===== src/rtl/firebird7_in_gate1_tessent_data_mux_ctrl_pkg.sv =====
// firebird7_in_gate1_tessent_data_mux_ctrl_pkg: shared state type and counter sizing
package firebird7_in_gate1_tessent_data_mux_ctrl_pkg;
  typedef enum logic [1:0] {IDLE, DRAIN, OVERRIDE, RELEASE} state_t;
  function automatic int cnt_w(int a, int b, int c);
    int m;
    m = a > b ? a : b;
    m = m > c ? m : c;
    return $clog2(m + 1);
  endfunction
endpackage


===== src/rtl/firebird7_in_gate1_tessent_data_mux_ctrl_if.sv =====
// firebird7_in_gate1_tessent_data_mux_ctrl_if: IJTAG, functional and mux-side signal bundle
interface firebird7_in_gate1_tessent_data_mux_ctrl_if #(parameter int W = 19) ();
  logic         ijtag_override_req;
  logic         ijtag_ue;
  logic         ijtag_ce;
  logic [W-1:0] ijtag_data;
  logic         ijtag_clear_status;
  logic         func_idle;
  logic [W-1:0] mux_data_out;
  logic         func_hold;
  logic         mux_select;
  logic [W-1:0] mux_ijtag_data;
  logic [W-1:0] capture_data;
  logic         status_active;
  logic         status_timeout;
  modport slave (
    input  ijtag_override_req, ijtag_ue, ijtag_ce, ijtag_data, ijtag_clear_status,
           func_idle, mux_data_out,
    output func_hold, mux_select, mux_ijtag_data, capture_data, status_active, status_timeout
  );
  modport master (
    output ijtag_override_req, ijtag_ue, ijtag_ce, ijtag_data, ijtag_clear_status,
           func_idle, mux_data_out,
    input  func_hold, mux_select, mux_ijtag_data, capture_data, status_active, status_timeout
  );
endinterface


===== src/rtl/firebird7_in_gate1_tessent_data_mux_ctrl_fsm.sv =====
// firebird7_in_gate1_tessent_data_mux_ctrl_fsm: override sequencer with shared saturating counter
module firebird7_in_gate1_tessent_data_mux_ctrl_fsm
  import firebird7_in_gate1_tessent_data_mux_ctrl_pkg::*;
#(
  parameter int TO_CYC   = 64,
  parameter int MIN_HOLD = 4,
  parameter int GUARD    = 2
) (
  input  logic clk,
  input  logic rst,
  input  logic req_i,
  input  logic func_idle_i,
  input  logic clear_i,
  output logic func_hold_o,
  output logic mux_select_o,
  output logic status_active_o,
  output logic status_timeout_o
);
  localparam int CW = cnt_w(TO_CYC, MIN_HOLD, GUARD);
  state_t        state_q, state_d;
  logic [CW-1:0] cnt_q, cnt_d;
  logic          tmo;
  logic          hold_q, sel_q, timeout_q;
  always_comb begin
    state_d = state_q;
    tmo     = 1'b0;
    case (state_q)
      IDLE:     if (req_i) state_d = DRAIN;
      DRAIN: begin
        if (!req_i) state_d = RELEASE;
        else if (func_idle_i) state_d = OVERRIDE;
        else if (cnt_q == CW'(TO_CYC - 1)) begin
          state_d = OVERRIDE;
          tmo     = 1'b1;
        end
      end
      OVERRIDE: if (!req_i && cnt_q >= CW'(MIN_HOLD)) state_d = RELEASE;
      RELEASE:  if (cnt_q == CW'(GUARD - 1)) state_d = IDLE;
      default:  state_d = IDLE;
    endcase
    cnt_d = (state_d != state_q) ? '0 : (&cnt_q ? cnt_q : cnt_q + 1'b1);
  end
  // Outputs are flopped from the next state so they line up with the state register.
  always_ff @(posedge clk) begin
    if (rst) begin
      state_q   <= IDLE;
      cnt_q     <= '0;
      hold_q    <= 1'b0;
      sel_q     <= 1'b0;
      timeout_q <= 1'b0;
    end else begin
      state_q   <= state_d;
      cnt_q     <= cnt_d;
      hold_q    <= state_d != IDLE;
      sel_q     <= state_d == OVERRIDE;
      timeout_q <= tmo | (timeout_q & ~clear_i);
    end
  end
  assign func_hold_o      = hold_q;
  assign mux_select_o     = sel_q;
  assign status_active_o  = sel_q;
  assign status_timeout_o = timeout_q;
endmodule


===== src/rtl/firebird7_in_gate1_tessent_data_mux_ctrl.sv =====
// firebird7_in_gate1_tessent_data_mux_ctrl: sequences an IJTAG data-override mux and shadows its output
module firebird7_in_gate1_tessent_data_mux_ctrl
  import firebird7_in_gate1_tessent_data_mux_ctrl_pkg::*;
#(
  parameter int W        = 19,
  parameter int TO_CYC   = 64,
  parameter int MIN_HOLD = 4,
  parameter int GUARD    = 2
) (
  input logic ijtag_tck,
  input logic ijtag_reset,
  firebird7_in_gate1_tessent_data_mux_ctrl_if.slave bus
);
  logic [W-1:0] data_q, cap_q;
  firebird7_in_gate1_tessent_data_mux_ctrl_fsm #(
    .TO_CYC(TO_CYC), .MIN_HOLD(MIN_HOLD), .GUARD(GUARD)
  ) u_fsm (
    .clk(ijtag_tck),
    .rst(ijtag_reset),
    .req_i(bus.ijtag_override_req),
    .func_idle_i(bus.func_idle),
    .clear_i(bus.ijtag_clear_status),
    .func_hold_o(bus.func_hold),
    .mux_select_o(bus.mux_select),
    .status_active_o(bus.status_active),
    .status_timeout_o(bus.status_timeout)
  );
  always_ff @(posedge ijtag_tck) begin
    if (ijtag_reset) begin
      data_q <= '0;
      cap_q  <= '0;
    end else begin
      if (bus.ijtag_ue) data_q <= bus.ijtag_data;
      if (bus.ijtag_ce) cap_q <= bus.mux_data_out;
    end
  end
  assign bus.mux_ijtag_data = data_q;
  assign bus.capture_data   = cap_q;
endmodule

===== src/flat_wrapper.sv =====
// flat-port wrapper written by rule: the top's interface ports become plain ports
module firebird7_in_gate1_tessent_data_mux_ctrl_flat import firebird7_in_gate1_tessent_data_mux_ctrl_pkg::*;
#(
  parameter int W        = 19,
  parameter int TO_CYC   = 64,
  parameter int MIN_HOLD = 4,
  parameter int GUARD    = 2
)
  (ijtag_tck, ijtag_reset, bus_ijtag_override_req, bus_ijtag_ue, bus_ijtag_ce, bus_ijtag_data, bus_ijtag_clear_status, bus_func_idle, bus_mux_data_out, bus_func_hold, bus_mux_select, bus_mux_ijtag_data, bus_capture_data, bus_status_active, bus_status_timeout);
  firebird7_in_gate1_tessent_data_mux_ctrl_if #(.W(W)) bus_i ();
  input logic ijtag_tck;
  input logic ijtag_reset;
  input wire logic [$bits(bus_i.ijtag_override_req)-1:0] bus_ijtag_override_req;
  input wire logic [$bits(bus_i.ijtag_ue)-1:0] bus_ijtag_ue;
  input wire logic [$bits(bus_i.ijtag_ce)-1:0] bus_ijtag_ce;
  input wire logic [$bits(bus_i.ijtag_data)-1:0] bus_ijtag_data;
  input wire logic [$bits(bus_i.ijtag_clear_status)-1:0] bus_ijtag_clear_status;
  input wire logic [$bits(bus_i.func_idle)-1:0] bus_func_idle;
  input wire logic [$bits(bus_i.mux_data_out)-1:0] bus_mux_data_out;
  output wire logic [$bits(bus_i.func_hold)-1:0] bus_func_hold;
  output wire logic [$bits(bus_i.mux_select)-1:0] bus_mux_select;
  output wire logic [$bits(bus_i.mux_ijtag_data)-1:0] bus_mux_ijtag_data;
  output wire logic [$bits(bus_i.capture_data)-1:0] bus_capture_data;
  output wire logic [$bits(bus_i.status_active)-1:0] bus_status_active;
  output wire logic [$bits(bus_i.status_timeout)-1:0] bus_status_timeout;
  assign bus_i.ijtag_override_req = bus_ijtag_override_req;
  assign bus_i.ijtag_ue = bus_ijtag_ue;
  assign bus_i.ijtag_ce = bus_ijtag_ce;
  assign bus_i.ijtag_data = bus_ijtag_data;
  assign bus_i.ijtag_clear_status = bus_ijtag_clear_status;
  assign bus_i.func_idle = bus_func_idle;
  assign bus_i.mux_data_out = bus_mux_data_out;
  assign bus_func_hold = bus_i.func_hold;
  assign bus_mux_select = bus_i.mux_select;
  assign bus_mux_ijtag_data = bus_i.mux_ijtag_data;
  assign bus_capture_data = bus_i.capture_data;
  assign bus_status_active = bus_i.status_active;
  assign bus_status_timeout = bus_i.status_timeout;
  firebird7_in_gate1_tessent_data_mux_ctrl #(.W(W), .TO_CYC(TO_CYC), .MIN_HOLD(MIN_HOLD), .GUARD(GUARD)) u_core (.ijtag_tck(ijtag_tck), .ijtag_reset(ijtag_reset), .bus(bus_i));
endmodule

===== config.mk =====
export PLATFORM = sky130hd
export DESIGN_NAME = firebird7_in_gate1_tessent_data_mux_ctrl_flat
export DESIGN_NICKNAME = d
export VERILOG_FILES = /design/src/rtl/firebird7_in_gate1_tessent_data_mux_ctrl_pkg.sv /design/src/rtl/firebird7_in_gate1_tessent_data_mux_ctrl_if.sv /design/src/rtl/firebird7_in_gate1_tessent_data_mux_ctrl_fsm.sv /design/src/rtl/firebird7_in_gate1_tessent_data_mux_ctrl.sv /design/src/flat_wrapper.sv
export SDC_FILE = /design/constraint.sdc
export NUM_CORES = 1
export LEC_CHECK = 0
export ABC_CLOCK_PERIOD_IN_PS = 1760
export CAP_MARGIN = 30
export CORE_MARGIN = 2
export CORE_UTILIZATION = 37
export CTS_CLUSTER_DIAMETER = 80
export DETAILED_ROUTE_END_ITERATION = 10
export GPL_TIMING_DRIVEN = 0
export MAX_ROUTING_LAYER = met4
export PLACE_DENSITY = 0.86
export SYNTH_ARGS = -nofsm -noshare
export SYNTH_HDL_FRONTEND = slang
export SYNTH_SLANG_ARGS = --single-unit

===== constraint.sdc =====
create_clock -name ijtag_tck -period 1.76 [get_ports ijtag_tck]
set_input_delay 0.264 -clock ijtag_tck [delete_from_list [all_inputs] [get_ports ijtag_tck]]
set_output_delay 0.264 -clock ijtag_tck [all_outputs]
set_load 0.02 [all_outputs]

* After elaboration in Yosys (flattened, before gate mapping)
Index checks and enable logic that the tools add are counted.
Cells by class: add/sub/neg operators 1, order comparisons 1, equal/unequal tests 7, mux-type cells 11, bitwise gates (word level) 3, reductions and logical operators 6
Operators with widths (count):
- 2-to-1 mux 2 bit | 6
- case mux 2 bit (4 select lines) | 1
- adder 7 x 1 -> 7 bit (second input constant) | 1
- equality test 7 x 1 -> 1 bit (second input constant) | 1
- equality test 7 x 6 -> 1 bit (second input constant) | 1
- greater-or-equal comparator 7 x 3 -> 1 bit (second input constant) | 1
- AND reduction 7 bit | 1
- equality test 2 bit (second input constant) | 3
- 2-to-1 mux 1 bit | 4
- equality test 2 x 1 -> 1 bit (second input constant) | 1
- zero test 2 bit | 1
- != test 2 bit | 1
- nonzero test 2 bit | 1
- OR reduction 2 bit | 1
- AND 1 bit | 1
- logical AND 1 bit | 1
- zero test 1 bit | 1
- NOT 1 bit | 1
- OR 1 bit | 1
Word-level totals: bits in registers 50, bits of input ports 45, output and inout port bits 42, logic and storage cells 36

* Longest topological paths before layout
Gate-level depths: netlist of run 1.
word-level depth 7, depth in mapped cells 6, mapped depth without buffers 6

* Hierarchy
From an unflattened synthesis of run 1, not the netlist that was laid out.
Second synthesis, totals: cells, all modules 194, area total of the unflattened synthesis 2042.0 um^2
Modules (own cells, without submodules):
- firebird7_in_gate1_tessent_data_mux_ctrl | instances 1, cells an instance 122, area an instance 1365.1 um^2, sequential area each 760.7 um^2
- firebird7_in_gate1_tessent_data_mux_ctrl_fsm | instances 1, cells an instance 72, area an instance 676.9 um^2, sequential area each 240.2 um^2

* Worst setup path after synthesis of run 1
Ideal clock, no wire load.
path kind register to register, from register u_core.u_fsm.cnt_q[2], to register u_core.u_fsm.cnt_q[0], library setup time 0.158 ns, data arrival time 1.579 ns, data required time 1.602 ns, setup slack 0.023 ns, cell stages (with the launch flop) 5, path buffers 0, clock period less this slack 1.737 ns, cell sequence dfxtp_1 -> or4_4 -> o31a_1 -> a311oi_4 -> nor3_1
On the way: word-level cells in the longest chain between the ends 7, elaborated cells between the ends (all ways) 13, those cells by class order compare: 1; eq/ne: 3; mux: 6; reduce/logical: 3
RTL lines:
- from (decl) | RTL line firebird7_in_gate1_tessent_data_mux_ctrl_fsm.sv:21 | logic [CW-1:0] cnt_q, cnt_d;
- from (signal assigned) | RTL line firebird7_in_gate1_tessent_data_mux_ctrl_fsm.sv:53 | cnt_q <= cnt_d;
- parallel branches: the longest is 7 deep, another holds greater-or-equal comparator 7 x 3 -> 1 bit
Several ways; the timed one is not identified. A chain may end at the register's enable or synchronous reset.

* Worst setup path in the final report of run 1
from register u_core.u_fsm.cnt_q[2], to register u_core.u_fsm.cnt_q[3]
Same word-level chain as after synthesis.

==> metrics, run 1 <==
status=complete, no violations; startpoint types=register; Num CTS Buffers=5; routed wire length per instance=13.0 um; initial antenna violation count=0; Die ar.=5910 um^2; final WL=4650 um; largest family of logic cells by synthesized area=multiplexers; n_diodes=0; slowest stage delay, CP=550 ps; max frequency=0.578 GHz; H-tree depth=2; syn_nets=244; EDFF count, synth=0; commonest non-fill, non-tap cells in the layout=clkdlybuf4s50_1, dfxtp_1, nor2_1, mux2i_1, inv_1; Post-DP HPWL=3500 um; First-pass DRT Iterations=4; via count=1713; Placeable Area=5110 um^2; port bufs=83; die width=76.9 um; Post-synth top flop=dfxtp_1; P per Cell Area=879 nW/um^2; GRT Overall Usage=0.162; Post-Synth XOR/XNOR Area=0.0134; commonest non-fill, non-tap cell in the layout=clkdlybuf4s50_1; Slew @ Worst Pin=726 ps; GP Congestion=0.790; area growth from synthesis to layout=54.6%; nets=335; #FFs+latches synth=50; worst vdd ir=515 uV; Worst Setup SP=u_core.u_fsm.cnt_q[2]$_SDFFE_PP0N_; mapped cell area=1960 um^2; vias in the first global route=1607; endpoint class of the critical path=register; # setup viols final=0; Distinct cells, synth=31; Sink Count=50; CP Class=reg -> reg; via density per instance=4.78; Crit Path Max Fanout=7; largest area contributor in the netlist=dfxtp_1; Synth Area in Compound Gates=0.0675; die height=76.9 um; r2r startpoint=u_core.u_fsm.cnt_q[2]$_SDFFE_PP0N_; Slew Viols, Final=0; hold crit path type=in -> reg; worst r2r path cells=5; row cnt=26; RSZ-0062 raised after global routing=yes; Initial DRC Count=41; arrival time worst endpoint=1910 ps; largest net degree at the start of global routing=18; register area share after synthesis=0.510; Post-synth ARST share=0; static leakage=1.24 nW; r2r endpoint=u_core.u_fsm.cnt_q[3]$_SDFFE_PP0N_; CTS Root Cell=clkbuf_8; Cells after Synth=196; setup TNS=0 ps; relative slew slack=0.516; Max Cap Viol=0; CP max stage cell=or4_4; yosys warns=0; Clock transition at path regs=90 ps; share of the synthesized area in the top cell type=0.510; GR Overflow Total=0; CTS tree=yes; Worst R2R Setup Slack=30 ps; Syn Area/Cell=10.0 um^2; DRC=0; period utilisation layout=0.982; Worst Skew=9.30 ps; worst-path cell chain=or4_4 -> o31a_1 -> a311oi_4 -> buf_6 -> nor3_1; effective utilization at floorplan=0.385; end point of the critical path=u_core.u_fsm.cnt_q[3]$_SDFFE_PP0N_; clk_lat worst skew=310 ps; Final Hold Vio Count=0; Adder-Cell Fraction of Synth Area=0.0191; Post-CTS Hold Buffers=0; WP data required=1940 ps; simple logic cell fraction of the synthesized area=0.145; multiplexer share of the synthesized area=0.204; Clock Path Buffers=2; layout cells sized above 1=0.0868; Period minus WS final=1730 ps; synth top area cells=dfxtp_1, mux2i_1, nor2_1; hold slack=310 ps; post-detailed-route count of antenna-violating nets=0; I/O Pins=87; first-pass GRT wire length=7530 um
==> cells by family (layout without fill, tap and decap cells) <==
| group | after synthesis | after routing |
|---|---|---|
| AND/OR/NAND/NOR | 64 | 64 |
| flip-flops | 50 | 50 |
| AO/OA/AOI/OAI | 16 | 16 |
| adder cells (fa/ha/maj) | 3 | 3 |
| buffers and inverters | 20 | 112 |
| multiplexers | 40 | 40 |
| XOR/XNOR | 3 | 3 |
==> worst max-delay path: cells and delay by family (launching register included) <==
family	cells	cell delay [ps]
simple gates	2	600
buf+inv	1	160
compound gates	2	500
flops	1	360
==> routing by layer <==
metal,track usage,up-vias,share of wire
met4,0.0455,0,0.015
met1,0.201,789,0.46
met2,0.260,69,0.45
li1,-,847,-
met3,0.0435,8,0.073
met5,-,-,0
==> cells in the mapped netlist, drive strengths merged, types with 2 or more instances <==
library cell	instances
a31oi	2
or4	2
buf	3
and3	2
dfxtp	50
clkbuf	9
inv	8
nand3	4
ha	3
xor2	2
mux2i	40
nand2	2
a211oi	2
o21ai	4
nor3	6
nor2	44
==> state kept, by name, indices dropped and copies added (netlist names) <==
name	flops
u_core.u_fsm.state_q	2
u_core.u_fsm.func_hold_o	1
u_core.bus.mux_ijtag_data	19
u_core.u_fsm.status_timeout_o	1
u_core.u_fsm.mux_select_o	1
u_core.u_fsm.cnt_q	7
u_core.bus.capture_data	19
==> power breakdown <==
group	internal, mW	total (mW)	switching [mW]
combinational	0.305	0.569	0.264
sequential	1.21	1.26	0.0529
clock	0.433	0.838	0.404
total	1.95	2.67	0.721
==> how the worst min path moves through the flow <==
stage                                                     from                                    endpoint  cells after the start
finish                                             ijtag_reset         u_core.u_fsm.func_hold_o$_SDFF_PP0_                      2
floorplan                                 bus_mux_data_out[10]    u_core.bus.capture_data[10]$_SDFFE_PP0P_                      2
global placement       u_core.bus.capture_data[0]$_SDFFE_PP0P_     u_core.bus.capture_data[0]$_SDFFE_PP0P_                      2
detailed placement  u_core.bus.mux_ijtag_data[13]$_SDFFE_PP0P_  u_core.bus.mux_ijtag_data[13]$_SDFFE_PP0P_                      2
CTS                                                ijtag_reset         u_core.u_fsm.func_hold_o$_SDFF_PP0_                      2
global route                                       ijtag_reset         u_core.u_fsm.func_hold_o$_SDFF_PP0_                      2
==> metrics by stage <==
step,power (mW),setup WS (ps),util,cell area (um^2),instances
detailed placement,1.84,-106,0.565,2890,350
CTS,2.69,6.21,0.590,3010,358
floorplan,1.57,23.0,-,1960,196
global placement,1.82,-387,0.564,2880,349
finish,2.67,31.3,0.595,3040,358
global route,2.80,-8.42,0.595,3040,358
==> final cells by class <==
type	count	area (um^2)
plain buffers	10	43.8
clock buffers	5	68.8
clock inverters	3	48.8
fillers	459	2070
inverters	8	30.0
multi-input cells	126	893
flip-flops and latches	50	1010
well taps	70	87.6
repair buffers	86	855
==> repair_timing <==
item / 4_1_cts / 5_1_grt
pin swaps: 1 / 0
setup buffers: 1 / 1
gates resized for setup: 2 / 7
endpoints found under the setup margin: 10 / 9
(Power assumes the default switching activity.)
==> inputs of run 2 (changes only) <==
--- a/config.mk
+++ b/config.mk
@@ -5,11 +5,11 @@
 export SDC_FILE = /design/constraint.sdc
 export NUM_CORES = 1
 export LEC_CHECK = 0
+export ABC_AREA = 1
 export ABC_CLOCK_PERIOD_IN_PS = 1760
 export CAP_MARGIN = 30
 export CORE_MARGIN = 2
 export CORE_UTILIZATION = 37
-export CTS_CLUSTER_DIAMETER = 80
 export DETAILED_ROUTE_END_ITERATION = 10
 export GPL_TIMING_DRIVEN = 0
 export MAX_ROUTING_LAYER = met4
==> run 2 against run 1 <==
Effect of this change: power shrank 5.3%; critical path type is now reg -> out; first-iteration DRC count rose by 150%; global-route usage increased by 1.5 points.
==> metrics, run 2 <==
status=complete, no violations; GR Overflow Total=0; Worst R2R Setup Slack=230 ps; register area share after synthesis=0.503; layout cells sized above 1=0.0938; Syn Area/Cell=7.66 um^2; r2r endpoint=u_core.u_fsm.cnt_q[4]$_SDFFE_PP0N_; startpoint types=register; switching fraction of total power=0.291; Slew @ Worst Pin=436 ps; Final Hold Vio Count=0; P per Cell Area=841 nW/um^2; Setup Buffers After CTS=0; First-pass DRT Iterations=4; CP bufs+invs=2; top-count cell post-synth=nor2_1; Area after DPL=2920 um^2; non-filler cells, final=422; period utilisation layout=0.903; CTS Root Cell=clkbuf_8; largest net degree at the start of global routing=17; Max Cap Viol=0; die height=77.4 um; CP Class=reg -> out; Cell Int Power=1.79 mW; WP depth=2; I/O Pins=87; Initial DRC Count=101; effective utilization at floorplan=0.388; Post-CTS Resized=0; Period minus WS final=1590 ps; Distinct cells, synth=27; max frequency=0.629 GHz; static leakage=1.22 nW; Worst Skew=9.83 ps; mapped cell area=1990 um^2; initial antenna violation count=0; RSZ-0062 raised after global routing=no; endpoint class of the critical path=output port; DRC=0; nets=399; Worst Setup SP=u_core.u_fsm.mux_select_o$_SDFF_PP0_; Sw Pwr=0.737 mW; vias in the first global route=1912; largest family of logic cells by synthesized area=simple AND/OR/NAND/NOR gates; r2r startpoint=u_core.u_fsm.cnt_q[0]$_SDFFE_PP0N_; GRT Overall Usage=0.177; synth top area cells=dfxtp_1, nor2_1, o21ai_0; setup TNS=0 ps; #FFs+latches synth=50; final WL=5010 um; end point of the critical path=bus_status_active; Comb pwr share=0.242; arrival time worst endpoint=1320 ps; simple logic cell fraction of the synthesized area=0.300; DP Cell Count=414; GP Congestion=0.846; worst vdd ir=484 uV; share of the synthesized area in the top cell type=0.503; Synth Area in Compound Gates=0.114; commonest cells in the netlist=nor2_1, dfxtp_1, o21ai_0; Cells after Synth=260; Final Util=0.585; first-pass GRT wire length=8430 um; Post-synth top flop=dfxtp_1; area growth from synthesis to layout=51.0%; post-layout instance area=3010 um^2; CP max stage cell=clkdlybuf4s50_1; Post-DP HPWL=3780 um; fillers=496; relative slew slack=0.709; routed wire length per instance=11.9 um; worst-path cell chain=buf_4 -> clkdlybuf4s50_1; CTS tree=yes; n_diodes=0; post-detailed-route count of antenna-violating nets=0; Sink Count=50; Placeable Area=5140 um^2; slowest stage delay, CP=580 ps; yosys warns=0; Clock transition at path regs=90 ps; H-tree depth=2; multiplexer share of the synthesized area=0; clock share of power=0.256; via count=1943; worst r2r path cells=11; sequential share of power=0.502; WP data required=1500 ps; total power=2.53 mW; clk_lat worst skew=300 ps; # setup viols final=0; Post-synth ARST share=0; Clock Path Buffers=2; hold crit path type=in -> reg; port bufs=84; syn_nets=308; Post-Synth XOR/XNOR Area=0.0132; EDFF count, synth=0; die width=77.4 um; commonest non-fill, non-tap cell in the layout=nor2_1; Num CTS Buffers=5; commonest non-fill, non-tap cells in the layout=nor2_1, clkdlybuf4s50_1, dfxtp_1, o21ai_0, nand2_1; Die ar.=5990 um^2; row cnt=26; Crit Path Max Fanout=2; Adder-Cell Fraction of Synth Area=0.0188; largest area contributor in the netlist=dfxtp_1; Slew Viols, Final=0; CP top delay family=buffers and inverters; via density per instance=4.60; Post-CTS Hold Buffers=0
-- run 2: power groups by stage --
stage	Sequential (mW)	Clock (mW)	Combinational (mW)
floorplan	1.37	0	0.237
global route	1.28	0.734	0.665
CTS	1.27	0.672	0.615
finish	1.27	0.646	0.612
global placement	1.29	0	0.598
detailed placement	1.29	0	0.612
-- run 2: tightest hold or removal path, stage by stage --
cell	delay [ps]
buf_2	170
o21ai_1	90
nor2_1	70
-- run 2: area by class of cell --
class | count | area (um^2) | area share
flip-flops and latches | 50 | 1000 | 0.333
multi-input cells | 185 | 888 | 0.295
repair buffers | 84 | 841 | 0.280
well taps | 70 | 87.6 | 0.0291
clock buffers | 5 | 68.8 | 0.0229
inverters | 14 | 52.6 | 0.0175
plain buffers | 11 | 50.0 | 0.0166
clock inverters | 3 | 18.8 | 0.00624
-- run 2: layer usage --
metal  GRT usage  wire (um)  vias up
met4      0.0446         34        0
met2       0.297       2460       54
met5           -          0        -
li1            -          -      994
met3      0.0558        283        4
met1       0.206       2240      891
-- run 2: cells by family (layout without fill, tap and decap cells) --
kind of cell	count (synthesis)	after routing
compound gates	44	44
xor+xnor	3	3
simple gates	135	135
flops	50	50
buf+inv	25	117
fa+ha+maj	3	3
-- run 2: stage by stage --
step                setup slack (ps)  hold WS, ps
floorplan                        440          333
global route                    97.0          344
global placement               -37.2          456
finish                           171          328
detailed placement             -75.0          456
CTS                              152          326
-- run 2: how the worst min path moves through the flow --
| stage | from | end | slack, ps | cells past startpoint |
|---|---|---|---|---|
| floorplan | ijtag_reset | u_core.u_fsm.func_hold_o$_SDFF_PP0_ | 330 | 1 |
| global placement | u_core.u_fsm.status_timeout_o$_SDFF_PP0_ | u_core.u_fsm.status_timeout_o$_SDFF_PP0_ | 460 | 2 |
| detailed placement | u_core.u_fsm.status_timeout_o$_SDFF_PP0_ | u_core.u_fsm.status_timeout_o$_SDFF_PP0_ | 460 | 2 |
| CTS | bus_ijtag_ue | u_core.bus.mux_ijtag_data[3]$_SDFFE_PP0P_ | 330 | 3 |
| global route | bus_ijtag_ce | u_core.bus.capture_data[4]$_SDFFE_PP0P_ | 340 | 3 |
| finish | bus_ijtag_ue | u_core.bus.mux_ijtag_data[3]$_SDFFE_PP0P_ | 330 | 3 |
